File: src/rtl/modulo_varredura_matriz.sv
// -----------------------------------------------------------------------------
// modulo_varredura_matriz
//
// Row-scan driver for the 5x7 dot-matrix display. Once per frame the 35-bit
// pattern is latched into a shadow register, then the seven rows are driven
// one at a time, each for DIV cycles, with BLANK dark cycles at the start of
// every row slot to suppress ghosting.
//
// Parameters:
//   DIV   - clock cycles per row slot (>= 2, > BLANK)
//   BLANK - dark cycles at the start of each row slot (>= 0)
//
// Ports:
//   CLK         in   system clock, rising edge
//   RST_N       in   asynchronous active-low reset
//   EN          in   scan enable; 0 blanks the display and halts scanning
//   PAT[34:0]   in   frame pattern, row r is PAT[5r+4:5r], 1 = LED on
//   ROW[6:0]    out  row select, active-low one-hot, all-ones = no row
//   COL[4:0]    out  column data, active-high
//   ROW_IDX[2:0] out index of the current row slot, 0..6
//   FRAME_START out  one-cycle pulse during the LOAD cycle
//
// All outputs are registered: the output registers are loaded from the
// *next* state values, so what is visible after an edge always matches the
// state entered on that edge.
// -----------------------------------------------------------------------------
module modulo_varredura_matriz #(
  parameter int DIV   = 50000,
  parameter int BLANK = 2
) (
  input  logic        CLK,
  input  logic        RST_N,
  input  logic        EN,
  input  logic [34:0] PAT,
  output logic [6:0]  ROW,
  output logic [4:0]  COL,
  output logic [2:0]  ROW_IDX,
  output logic        FRAME_START
);

  localparam int CW = $clog2(DIV);

  typedef enum logic [1:0] {
    IDLE = 2'd0,
    LOAD = 2'd1,
    SCAN = 2'd2
  } state_t;

  state_t        state, state_d;
  logic [CW-1:0] cnt, cnt_d;
  logic [2:0]    row_idx, row_idx_d;
  logic [34:0]   shadow, shadow_d;
  logic [6:0]    row_d;
  logic [4:0]    col_d;
  logic          frame_start_d;
  logic          in_blank;

  // The blank window is evaluated against the next counter value so the
  // registered outputs line up with the slot position entered on the edge.
  generate
    if (BLANK == 0) begin : g_no_blank
      assign in_blank = 1'b0;
    end else begin : g_blank
      assign in_blank = (cnt_d < CW'(BLANK));
    end
  endgenerate

  always_comb begin
    // NOTE: every signal written here gets a default first, so no path can
    // leave one unassigned and infer a latch.
    state_d       = state;
    cnt_d         = cnt;
    row_idx_d     = row_idx;
    shadow_d      = shadow;
    row_d         = 7'h7F;
    col_d         = 5'b00000;
    frame_start_d = 1'b0;

    case (state)
      IDLE: begin
        cnt_d     = '0;
        row_idx_d = 3'd0;
        if (EN) state_d = LOAD;
      end
      LOAD: begin
        shadow_d  = PAT;
        cnt_d     = '0;
        row_idx_d = 3'd0;
        state_d   = SCAN;
      end
      SCAN: begin
        if (cnt == CW'(DIV - 1)) begin
          cnt_d = '0;
          if (row_idx == 3'd6) begin
            row_idx_d = 3'd0;
            state_d   = LOAD;
          end else begin
            row_idx_d = row_idx + 3'd1;
          end
        end else begin
          cnt_d = cnt + CW'(1);
        end
      end
      default: state_d = IDLE;
    endcase

    // Dropping EN overrides everything: no resume mid-frame, the next
    // enable always restarts with a fresh LOAD.
    if (!EN) begin
      state_d   = IDLE;
      cnt_d     = '0;
      row_idx_d = 3'd0;
    end

    frame_start_d = (state_d == LOAD);
    if ((state_d == SCAN) && !in_blank) begin
      row_d = ~(7'b0000001 << row_idx_d);
      case (row_idx_d)
        3'd0:    col_d = shadow_d[4:0];
        3'd1:    col_d = shadow_d[9:5];
        3'd2:    col_d = shadow_d[14:10];
        3'd3:    col_d = shadow_d[19:15];
        3'd4:    col_d = shadow_d[24:20];
        3'd5:    col_d = shadow_d[29:25];
        3'd6:    col_d = shadow_d[34:30];
        default: col_d = 5'b00000;
      endcase
    end
  end

  // NOTE: sequential state uses non-blocking assignments so every register
  // samples the pre-edge values regardless of statement order.
  always_ff @(posedge CLK or negedge RST_N) begin
    if (!RST_N) begin
      state       <= IDLE;
      cnt         <= '0;
      row_idx     <= 3'd0;
      shadow      <= '0;
      ROW         <= 7'h7F;
      COL         <= 5'b00000;
      FRAME_START <= 1'b0;
    end else begin
      state       <= state_d;
      cnt         <= cnt_d;
      row_idx     <= row_idx_d;
      shadow      <= shadow_d;
      ROW         <= row_d;
      COL         <= col_d;
      FRAME_START <= frame_start_d;
    end
  end

  assign ROW_IDX = row_idx;

endmodule

File: config.mk
export PLATFORM = sky130hd
export DESIGN_NAME = modulo_varredura_matriz
export DESIGN_NICKNAME = d
export VERILOG_FILES = /design/src/rtl/modulo_varredura_matriz.sv
export SDC_FILE = /design/constraint.sdc
export NUM_CORES = 1
export LEC_CHECK = 0
export CORE_MARGIN = 2
export CORE_UTILIZATION = 58
export DETAILED_ROUTE_END_ITERATION = 7
export PLACE_DENSITY = 0.9
export SETUP_SLACK_MARGIN = 0.1
export SYNTH_ARGS = -nofsm -noshare
export SYNTH_HDL_FRONTEND = slang
export SYNTH_SLANG_ARGS = --single-unit
export TNS_END_PERCENT = 20
File: constraint.sdc
create_clock -name CLK -period 5.65 [get_ports CLK]
set_input_delay 1.4125 -clock CLK [delete_from_list [all_inputs] [get_ports CLK]]
set_output_delay 1.4125 -clock CLK [all_outputs]
set_load 0.05 [all_outputs]
==> metrics.md, run 1 <==
| Metric | Value |
|---|---|
| Post-CTS setup buffers | `0` |
| Period minus WS final | `between 3 and 4 ns` |
| Overflow after GRT | `0` |
| Crit Path Class | `in2reg` |
| Core area | `0.00582 sq mm` |
| Via count | `~2600` |
| Startpoint Class | `input pin` |
| Leak | `1.67 nW` |
| Ratio of cells with drive above 1 in the final layout | `~16%` |
| DR iter-0 viols | `250` |
| Total CTS buffers | `9` |
| Cell Area, Synth | `about 0.0034 sq mm` |
| Nets | `approximately 390` |
| Post-synthesis cell count | `between 300 and 400` |
| Post-Route WL | `approximately 7600 um` |
| TritonCTS clock tree | `yes` |
| First-pass GRT wire length | `approximately 12000 um` |
| Sequential-to-total area share from yosys stat | `50.5%` |
| H-tree levels | `3` |
| Num ports | `54` |
| Fin crit share | `about three fifths` |
| Fin Setup TNS | `0 ns` |
| Clock Latency Late Sink | `between 0.3 and 0.4 ns` |
| Area after DPL | `just under 0.004 sq mm` |
| Number of global-route vias before repair | `2496` |
| DR WL/cell | `around 18 um` |
| Worst-path clk slew | `around 0.070 ns` |
| Largest net degree at the start of global routing | `70` |
| Status | `complete, no violations` |
| Final hold viol count | `0` |
| Slew HR | `around 28%` |
| Final setup skew | `0.0115 ns` |
| Setup crit end kind | `flop` |
| WP data required | `5.92 ns` |
| Syn_nets | `between 300 and 400` |
| Final Max Tran Viols | `0` |
| Area of the multi-input gates | `0.00149 sq mm` |
| DP HPWL | `~5300 um` |
| FP Rows | `28` |
| Seq cells post-synth | `69` |
| Final ANT Viol Nets | `0` |
| First-pass detailed-route iteration total | `5` |
| Die width | `81.0 um` |
| Post-CTS sizing | `0` |
| Port buffer count | `53` |
| Gpl congestion | `0.902` |
| Die area | `0.00656 sq mm` |
| FF/Latch Area | `between 0.0015 and 0.002 sq mm` |
| RSZ-0062 raised after global routing | `false` |
| Worst-margin pin slew | `1.07 ns` |
| Async S/R FF share, synth | `between 90% and 100%` |
| Synth cell types | `between 50 and 60` |
| Fill cells | `430` |
| Post-CTS Hold Fix Bufs | `0` |
| Initial core utilization | `~59%` |
| PwrDens | `approximately 310 mW/mm^2` |
| Residual DRC | `0` |
| Post-synth EDFFs | `0` |
| Root buf cell | `clkbuf_8` |
| Setup violators final | `0` |
| Max-cap viol count | `0` |
| # diodes | `0` |
| Total GRT Usage | `between 20% and 30%` |
| Clock buffer depth | `2` |
| Top_reg_cell synth | `dfrtp_1` |
| Worst Path Max Fanout | `15` |
| Die H | `a little over 80 um` |
| Clock sinks | `a little under 70` |
| Worst EP arrival | `around 3.6 ns` |
| Area Overhead vs Synth | `20.2%` |
| Fmax | `between 300 and 400 MHz` |
| Layout Cells excl Fill | `~430` |
| Placed cell count | `416` |
| Avg Vias per Cell | `6.06` |
| Syn Area/Cell | `11.2 sq um` |
| Peak VDD IR | `209 uV` |
| Hold/Removal Path Class | `reg2reg` |
| Initial antenna violation count | `0` |
| Final instance area | `approximately 0.0041 sq mm` |
| Yosys warns | `0` |
## per-stage QoR
stage | power, mW | util [%] | hold slack, ns | worst slack, ns
floorplan | 0.762 | - | 0.447 | 2.95
global placement | 0.830 | 67.3 | 0.462 | 2.02
detailed placement | 0.845 | 67.3 | 0.474 | 1.97
CTS | 1.28 | 71.0 | 0.491 | 2.33
global route | 1.33 | 71.0 | 0.512 | 2.13
finish | 1.27 | 71.0 | 0.499 | 2.33
## Yosys cell counts (all sizes together) (4+ instances only)
master	n	area share, %
dfrtp	62	45
nor2	37	4.0
mux2	25	8.2
inv	16	1.7
mux2i	16	4.7
nand2	13	1.4
buf	12	3.2
nand4	10	1.8
xnor2	9	2.3
a21oi	8	1.3
xor2	8	2.0
clkbuf	7	1.3
dfstp	7	5.4
nor3	7	1.0
nor2b	6	1.1
nand3	5	0.73
nor4	5	1.1
o2bb2ai	5	1.3
o31a	5	1.3
o32ai	5	1.3
nor4b	4	1.5
## placed cells by master (no fill, tap or decap), drive strengths merged, types with 3 or more instances in the layout
cell type	netlist	routed
a21oi	8	8
and3	3	3
clkbuf	7	10
clkdlybuf4s50	0	52
dfrtp	62	62
dfstp	7	7
inv	16	16
mux2	25	25
mux2i	16	16
nand2	13	13
nand2b	3	3
nand3	5	5
nand4	10	10
nor2	37	37
nor2b	6	6
nor3	7	7
nor4	5	5
nor4b	4	4
o2bb2ai	5	5
o31a	5	5
o32ai	5	5
xnor2	9	9
xor2	8	8
## flip-flops by register name (all words and copies together) (netlist names)
register and cells:
ROW_IDX 3, shadow 35, COL 5, FRAME_START 1
ROW 7, cnt 16, state 2
## worst max-delay path: stages
cell and delay (ns):
clkdlybuf4s50_1 0.53, nand3_1 0.41, nand2b_1 0.31, a21oi_1 0.68
o31a_1 0.26
## power by group
group          internal, mW  leakage (nW)  switching, mW
clock                 0.248         0.102          0.188
sequential            0.582         0.856         0.0309
combinational         0.112         0.714          0.113
## kinds of logic (layout without fill, tap and decap cells)
family,after synthesis,count (layout),synth area share [%]
and+or+nand+nor,106,106,17.1
xor gates and xnor gates,17,17,4.33
DFF,69,69,50.5
AOI/OAI and AO/OA,37,37,8.48
buffers and inverters,35,86,6.33
muxes,41,41,12.9
adders and majority gates,1,1,0.364
## per-layer routing
metal	vias up	global-route usage [%]	wire length [um]
met5	-	0	0
met4	0	11.7	193
met2	122	40.2	3800
met1	1302	32.2	3210
li1	1176	-	-
met3	19	4.89	429
## final cells by class
| class | instances | share of cell area [%] |
|---|---|---|
| clock inverters | 6 | 2.15 |
| multi-input cells | 202 | 36.1 |
| repair buffers | 54 | 12.9 |
| flip-flops and latches | 69 | 42.0 |
| clock buffers | 10 | 3.09 |
| well taps | 75 | 2.27 |
| inverters | 16 | 1.45 |
## worst paths after layout
kind	start	to	slack, ns	cells past startpoint
max reg2reg	cnt[4]$_DFF_PN0_	COL[3]$_DFF_PN0_	2.53	7
max	EN	COL[3]$_DFF_PN0_	2.33	5
min in group asynchronous	RST_N	cnt[13]$_DFF_PN0_	1.26	2
max in group asynchronous	RST_N	cnt[11]$_DFF_PN0_	3.84	2
min	shadow[23]$_DFF_PN0_	shadow[23]$_DFF_PN0_	0.50	2
min reg2reg	shadow[23]$_DFF_PN0_	shadow[23]$_DFF_PN0_	0.50	2
No activity file was read; power rests on OpenSTA's default activity.
==> run 2, diff against run 1 <==
--- a/config.mk
+++ b/config.mk
@@ -6,9 +6,9 @@
 export NUM_CORES = 1
 export LEC_CHECK = 0
 export CORE_MARGIN = 2
-export CORE_UTILIZATION = 58
+export CORE_UTILIZATION = 48
 export DETAILED_ROUTE_END_ITERATION = 7
-export PLACE_DENSITY = 0.9
+export PLACE_DENSITY = 0.8
 export SETUP_SLACK_MARGIN = 0.1
 export SYNTH_ARGS = -nofsm -noshare
 export SYNTH_HDL_FRONTEND = slang
==> constraint.sdc (replaced) <==
create_clock -name CLK -period 2.75 [get_ports CLK]
set_input_delay 0.6875 -clock CLK [delete_from_list [all_inputs] [get_ports CLK]]
set_output_delay 0.6875 -clock CLK [all_outputs]
set_load 0.05 [all_outputs]
==> run 2 against run 1 <==
Global-route usage is 4.0 points lower. Largest cell class unchanged. Critical path depth is 4 lower. Die area is 20% higher. Critical path type is now reg2out. Critical endpoint is now ROW_IDX[2]. Design area is 3.6% higher. Non-clock buffer count is 13 higher. Cell count is 7.9% higher. Routed wire length is 0.42% lower.
==> metrics.md, run 2 (synthesis results as in run 1) <==
| Metric | Value |
|---|---|
| Status | `complete, no violations` |
| Final Hold Slack | `0.303 ns (-0.196 ns)` |
| Largest Register | `shadow` |
| Port buffer count | `53 (unchanged)` |
| First-pass detailed-route iteration total | `4 (-1)` |
| Met2 Track Usage GR | `32.5% (-7.7 points)` |
| Internal Pwr Total | `1.89 mW (+100%)` |
| CP Launch Point | `ROW_IDX[2]$_DFF_PN0_` |
| Hold/Removal Path Class | `in2async` |
| Max-cap viol count | `0 (unchanged)` |
| Worst-margin pin slew | `0.558 ns (-0.514 ns)` |
| H-tree levels | `3 (unchanged)` |
| P_sw | `0.708 mW (+110%)` |
| Critical-path cell list | `clkdlybuf4s50_1` |
| Core area | `0.00687 sq mm (+18%)` |
| Peak VDD IR | `350 uV (+67%)` |
| Total CTS buffers | `9 (unchanged)` |
| Clock sinks | `69 (unchanged)` |
| Buffer and inverter count on the worst path | `1 (unchanged)` |
| Num ports | `54 (unchanged)` |
| Slowest cell on crit path | `clkdlybuf4s50_1` |
| Post-Route WL | `7600 um (-0.42%)` |
| CP top delay family | `buffers and inverters` |
| WP data required | `2.06 ns (-3.86 ns)` |
| Number of global-route vias before repair | `2492 (-0.16%)` |
| Crit Path Class | `reg2out` |
| FP Rows | `30 (+7.1%)` |
| Largest registers | `shadow (35), cnt (16), ROW (7)` |
| Sw frac | `27.3% (+1.2 points)` |
| Slew HR | `62.8% (+34 points)` |
| Die area | `0.00785 sq mm (+20%)` |
| DR WL/cell | `16.3 um (-7.7%)` |
| DP HPWL | `5530 um (+4.4%)` |
| Die width | `88.6 um (+9.4%)` |
| Post-CTS Hold Fix Bufs | `0 (unchanged)` |
| Post-CTS setup buffers | `0 (unchanged)` |
| Fill cells | `556 (+29%)` |
| Logic pwr share | `18.5% (+0.8 points)` |
| Overflow after GRT | `0 (unchanged)` |
| Max reg flops | `35 (unchanged)` |
| Via count | `2545 (-2.8%)` |
| CP peak stage delay | `0.88 ns (+0.20 ns)` |
| Fin Setup TNS | `0 ns (unchanged)` |
| Startpoint Class | `flop` |
| Initial antenna violation count | `0 (unchanged)` |
| Final hold viol count | `0 (unchanged)` |
| First-pass GRT wire length | `12300 um (+1.9%)` |
| Leak | `1.74 nW (+3.9%)` |
| TritonCTS clock tree | `yes` |
| RSZ-0062 raised after global routing | `false` |
| Ratio of cells with drive above 1 in the final layout | `20.3% (+4.3 points)` |
| Avg Vias per Cell | `5.46 (-9.9%)` |
| Clock buffer depth | `2 (unchanged)` |
| Worst r2r src | `cnt[12]$_DFF_PN0_` |
| Met1 usage | `29.3% (-2.9 points)` |
| PwrDens | `607 mW/mm^2 (+97%)` |
| Most frequent cells in the layout | `dfrtp_1, clkdlybuf4s50_1, nor2_1` |
| Largest net degree at the start of global routing | `50 (-29%)` |
| Period minus WS final | `about 2.5 ns` |
| Final Power | `2.59 mW (+100%)` |
| Commonest non-fill, non-tap cell in the layout | `dfrtp_1` |
| Residual DRC | `0 (unchanged)` |
| Clock power share | `32.9% (-1.3 points)` |
| Total GRT Usage | `20.8% (-4.0 points)` |
| Worst Path Max Fanout | `13 (-2)` |
| Root buf cell | `clkbuf_8` |
| Fmax | `402 MHz` |
| Worst-path clk slew | `0.08 ns (about the same)` |
| Die H | `88.6 um (+9.4%)` |
| Setup violators final | `0 (unchanged)` |
| Seq pwr share | `48.6% (+0.5 points)` |
| Clock Latency Late Sink | `0.35 ns (about the same)` |
| Final ANT Viol Nets | `0 (unchanged)` |
| Gpl congestion | `0.840 (-6.9%)` |
| DR iter-0 viols | `187 (-25%)` |
| # diodes | `0 (unchanged)` |
| Area Overhead vs Synth | `24.5%` |
| Grt peak-use layer | `met2` |
| Worst EP arrival | `1.80 ns (-1.79 ns)` |
| Setup crit end kind | `primary output` |
| Initial core utilization | `50.0% (-9.1 points)` |
| Nets | `404 (+3.3%)` |
| Area of the multi-input gates | `0.00151 sq mm (+1.2%)` |
| Final setup skew | `0.0120 ns (+0.000468 ns)` |
| Final Max Tran Viols | `0 (unchanged)` |
| Fin crit share | `between 90% and 100%` |
| FF/Latch Area | `0.00174 sq mm (+0.14%)` |
| Met3 Usage GRT | `2.89% (-2.0 points)` |
-- run 2: path summary, 6_finish.rpt --
check	end	slack (ns)	depth (start not counted)
worst min-delay path	ROW_IDX[1]$_DFF_PN0_	0.30	1
worst max-delay path	ROW_IDX[2]	0.26	1
worst max register to register	COL[1]$_DFF_PN0_	0.29	7
min in group CLK	shadow[1]$_DFF_PN0_	0.49	2
max in group asynchronous	ROW[3]$_DFF_PN1_	1.76	2
worst min register to register	shadow[1]$_DFF_PN0_	0.49	2
-- run 2: through the flow --
stage | util [%] | area (sq um) | setup WS (ns) | instances
6_report | 62.3 | 4280 | 0.265 | 466
5_1_grt | 62.3 | 4280 | 0.123 | 466
4_1_cts | 62.0 | 4260 | 0.202 | 466
3_5_place_dp | 59.0 | 4050 | 0.202 | 450
3_3_place_gp | 59.0 | 4050 | 0.229 | 450
2_1_floorplan | - | 3440 | 0.392 | 306
-- run 2: metal layers --
layer  wire (um)  part of all wire [%]  up-vias
met5           0                     0        -
met4         130                   1.7        0
met3         385                   5.1       10
met2        3710                    49       76
met1        3370                    44     1259
li1            -                     -     1200
-- run 2: timing repair --
item / 4_1_cts / 5_1_grt
resized for setup: 0 / 5
endpoints found under the hold margin: 0 / 0
endpoints found under the setup margin: 0 / 12
-- run 2: power groups by stage --
stage               clock [mW]  combinational (mW)  sequential (mW)
floorplan                    0               0.304             1.26
global placement             0               0.463             1.27
detailed placement           0               0.477             1.28
CTS                      0.874               0.482             1.26
finish                   0.855               0.480             1.26
global route             0.909               0.532             1.28
-- run 2: layout make-up --
class                           instances  area share (%)
Multi-Input combinational cell        202            35.3
Inverter                               16            1.40
Clock inverter                          6            1.64
Clock buffer                           10            3.22
Timing Repair Buffer                   67            15.0
Sequential cell                        69            40.6
Tap cell                               96            2.81
-- run 2: worst reg2reg max path, cell delays in order (launching register included) --
cell and delay, ns:
dfrtp_1 0.46, and4bb_1 0.40, and4_1 0.25, buf_4 0.16, nor4_1 0.05, a21oi_1 0.46
o32ai_1 0.27, o31a_1 0.32
==> run 3, diff against run 2 <==
--- a/config.mk
+++ b/config.mk
@@ -5,11 +5,11 @@
 export SDC_FILE = /design/constraint.sdc
 export NUM_CORES = 1
 export LEC_CHECK = 0
-export CORE_MARGIN = 2
 export CORE_UTILIZATION = 48
 export DETAILED_ROUTE_END_ITERATION = 7
 export PLACE_DENSITY = 0.8
 export SETUP_SLACK_MARGIN = 0.1
+export SLEW_MARGIN = 20
 export SYNTH_ARGS = -nofsm -noshare
 export SYNTH_HDL_FRONTEND = slang
 export SYNTH_SLANG_ARGS = --single-unit
==> constraint.sdc (replaced) <==
create_clock -name CLK -period 2.75 [get_ports CLK]
set_input_delay 0.6875 -clock CLK [delete_from_list [all_inputs] [get_ports CLK]]
set_output_delay 0.6875 -clock CLK [all_outputs]
set_load 0.1 [all_outputs]
==> run 3 against run 2 <==
Sequential share of layout area shrank 0.34 points. Worst hold slack gained 0.023 ns. Via count grew 2.3%. Utilization grew 0.47 points. Non-clock buffer count grew 5. Clock-buffer cell count is the same. Register-to-register slack is essentially flat. Critical path depth grew 6. Power grew 5.7%. Highest routed layer unchanged.
==> metrics.md, run 3 (synthesis results as in run 1) <==
| Metric | Value |
|---|---|
| Status | `complete, no violations` |
| Final Hold Slack | `0.326 ns (+0.0230 ns)` |
| Number of global-route vias before repair | `2558 (+2.6%)` |
| Largest net degree at the start of global routing | `48 (-4.0%)` |
| Core area | `0.00687 sq mm (unchanged)` |
| Clock Latency Late Sink | `0.35 ns (about the same)` |
| Clock sinks | `69 (unchanged)` |
| DP HPWL | `5340 um (-3.4%)` |
| Root buf cell | `clkbuf_8` |
| PwrDens | `636 mW/mm^2 (+4.9%)` |
| Placed cell count | `455 (+1.1%)` |
| Via count | `2604 (+2.3%)` |
| Worst-margin pin slew | `0.556 ns (-0.00283 ns)` |
| Leak | `1.80 nW (+3.7%)` |
| Die H | `86.6 um (-2.3%)` |
| # diodes | `0 (unchanged)` |
| Die width | `86.6 um (-2.3%)` |
| Max-cap viol count | `0 (unchanged)` |
| Largest Register | `shadow` |
| Commonest non-fill, non-tap cell in the layout | `dfrtp_1` |
| Largest registers | `shadow (35), cnt (16), ROW (7)` |
| Gpl congestion | `0.848 (+0.94%)` |
| Final ANT Viol Nets | `0 (unchanged)` |
| Die area | `0.00750 sq mm (-4.5%)` |
| Worst EP arrival | `2.74 ns (+0.94 ns)` |
| Worst Path Max Fanout | `7 (-6)` |
| TritonCTS clock tree | `yes` |
| Setup violators final | `0 (unchanged)` |
| Startpoint Class | `input pin` |
| Num ports | `54 (unchanged)` |
| Seq pwr share | `45.9% (-2.7 points)` |
| Max reg flops | `35 (unchanged)` |
| Hold/Removal Path Class | `in2async` |
| Internal Pwr Total | `2.05 mW (+8.5%)` |
| Fmax | `406 MHz (+0.81%)` |
| Port buffer count | `53 (unchanged)` |
| Fin crit share | `89.6% (-0.73 points)` |
| Initial core utilization | `50.0% (unchanged)` |
| Total CTS buffers | `9 (unchanged)` |
| First-pass detailed-route iteration total | `4 (unchanged)` |
| Overflow after GRT | `0 (unchanged)` |
| Ratio of cells with drive above 1 in the final layout | `25.3% (+5.1 points)` |
| Initial antenna violation count | `0 (unchanged)` |
| Clock power share | `36.0% (+3.1 points)` |
| Final hold viol count | `0 (unchanged)` |
| Period minus WS final | `2.47 ns (-0.0199 ns)` |
| Sw frac | `25.3% (-1.9 points)` |
| Avg Vias per Cell | `5.53 (+1.2%)` |
| Area after DPL | `0.00406 sq mm (+0.25%)` |
| Area Overhead vs Synth | `25.4%` |
| Final instance area | `0.00431 sq mm (+0.76%)` |
| Logic pwr share | `18.1% (-0.4 points)` |
| Nets | `409 (+1.2%)` |
| Setup crit end kind | `flop` |
| Post-Route WL | `7680 um (+1.1%)` |
| Peak VDD IR | `484 uV (+38%)` |
| Final Max Tran Viols | `0 (unchanged)` |
| Residual DRC | `0 (unchanged)` |
| Final setup skew | `0.00580 ns (-0.00621 ns)` |
| Most frequent cells in the layout | `dfrtp_1, nor2_1, clkdlybuf4s50_1` |
| Slew HR | `62.8% (+0.074 points)` |
| First-pass GRT wire length | `12700 um (+2.6%)` |
| Total GRT Usage | `22.2% (+1.4 points)` |
| Crit Path Class | `in2reg` |
| Worst-path clk slew | `0.07 ns (about the same)` |
| RSZ-0062 raised after global routing | `false` |
| Post-CTS setup buffers | `0 (unchanged)` |
| DR WL/cell | `16.3 um (about the same)` |
| Clock buffer depth | `2 (unchanged)` |
| WP data required | `3.03 ns (+0.97 ns)` |
| P_sw | `0.695 mW (-1.8%)` |
| FP Rows | `30 (unchanged)` |
| DR iter-0 viols | `174 (-7.0%)` |
| Layout Cells excl Fill | `471 (+1.1%)` |
| H-tree levels | `3 (unchanged)` |
run 3: cell types whose count changed in the layout (fill, tap and decap cells not counted), sizes merged:
cell           change
buf               +21
clkdlybuf4s50     -16
bufinv             +2
clkinv             +2
clkinvlp           -2
inv                -2
run 3: per-stage QoR:
stage	TNS [ns]	setup WS [ns]	utilization, %	power [mW]
floorplan	0	0.309	-	1.57
global route	0	0.104	62.8	2.86
global placement	0	0.0702	59.1	1.73
finish	0	0.285	62.8	2.74
detailed placement	-0.0313	-0.0191	59.1	1.77
CTS	0	0.136	62.6	2.76
run 3: metal layers:
metal  GRT usage [%]  wire [um]  up-vias
li1                -          -     1212
met4            5.15        104        0
met3            5.90        422       12
met2            35.1       3700       92
met5               0          0        -
met1            30.6       3460     1288
run 3: cell type report:
class                   instances  area (sq um)
multi-input cells             202          1500
fillers                       532          2560
clock buffers                  10           128
repair buffers                 72           653
flip-flops and latches         69          1740
well taps                      96           120
clock inverters                 6           111
inverters                      16          60.1
run 3: path summary, 6_finish.rpt:
kind	from	to	slack, ns	cells after the start
min	RST_N	cnt[10]$_DFF_PN0_	0.33	1
max in group asynchronous	RST_N	ROW[0]$_DFF_PN1_	1.74	2
max reg2reg	cnt[0]$_DFFE_PN0P_	COL[1]$_DFF_PN0_	0.30	8
min in group CLK	shadow[21]$_DFF_PN0_	shadow[21]$_DFF_PN0_	0.48	2
max	EN	COL[1]$_DFF_PN0_	0.28	7
min reg2reg	shadow[21]$_DFF_PN0_	shadow[21]$_DFF_PN0_	0.48	2
run 3: critical path: stages:
cell and delay (ns):
clkdlybuf4s50_1 0.51, nand2_1 0.15, buf_4 0.20, nor4_1 0.28, a21oi_2 0.13, o32ai_1 0.56
o31a_1 0.22
run 3: power by group through the flow:
stage	Sequential (mW)	Combinational, mW	Clock (mW)
6_report	1.26	0.497	0.988
5_1_grt	1.28	0.541	1.04
4_1_cts	1.26	0.498	1.00
3_5_place_dp	1.27	0.493	0
3_3_place_gp	1.26	0.472	0
2_1_floorplan	1.27	0.304	0
run 3: repair_timing:
item	CTS	global route
endpoints found under the setup margin	0	12
resized for setup	0	4
hold buffers	0	0
hold endpoints to repair	0	0
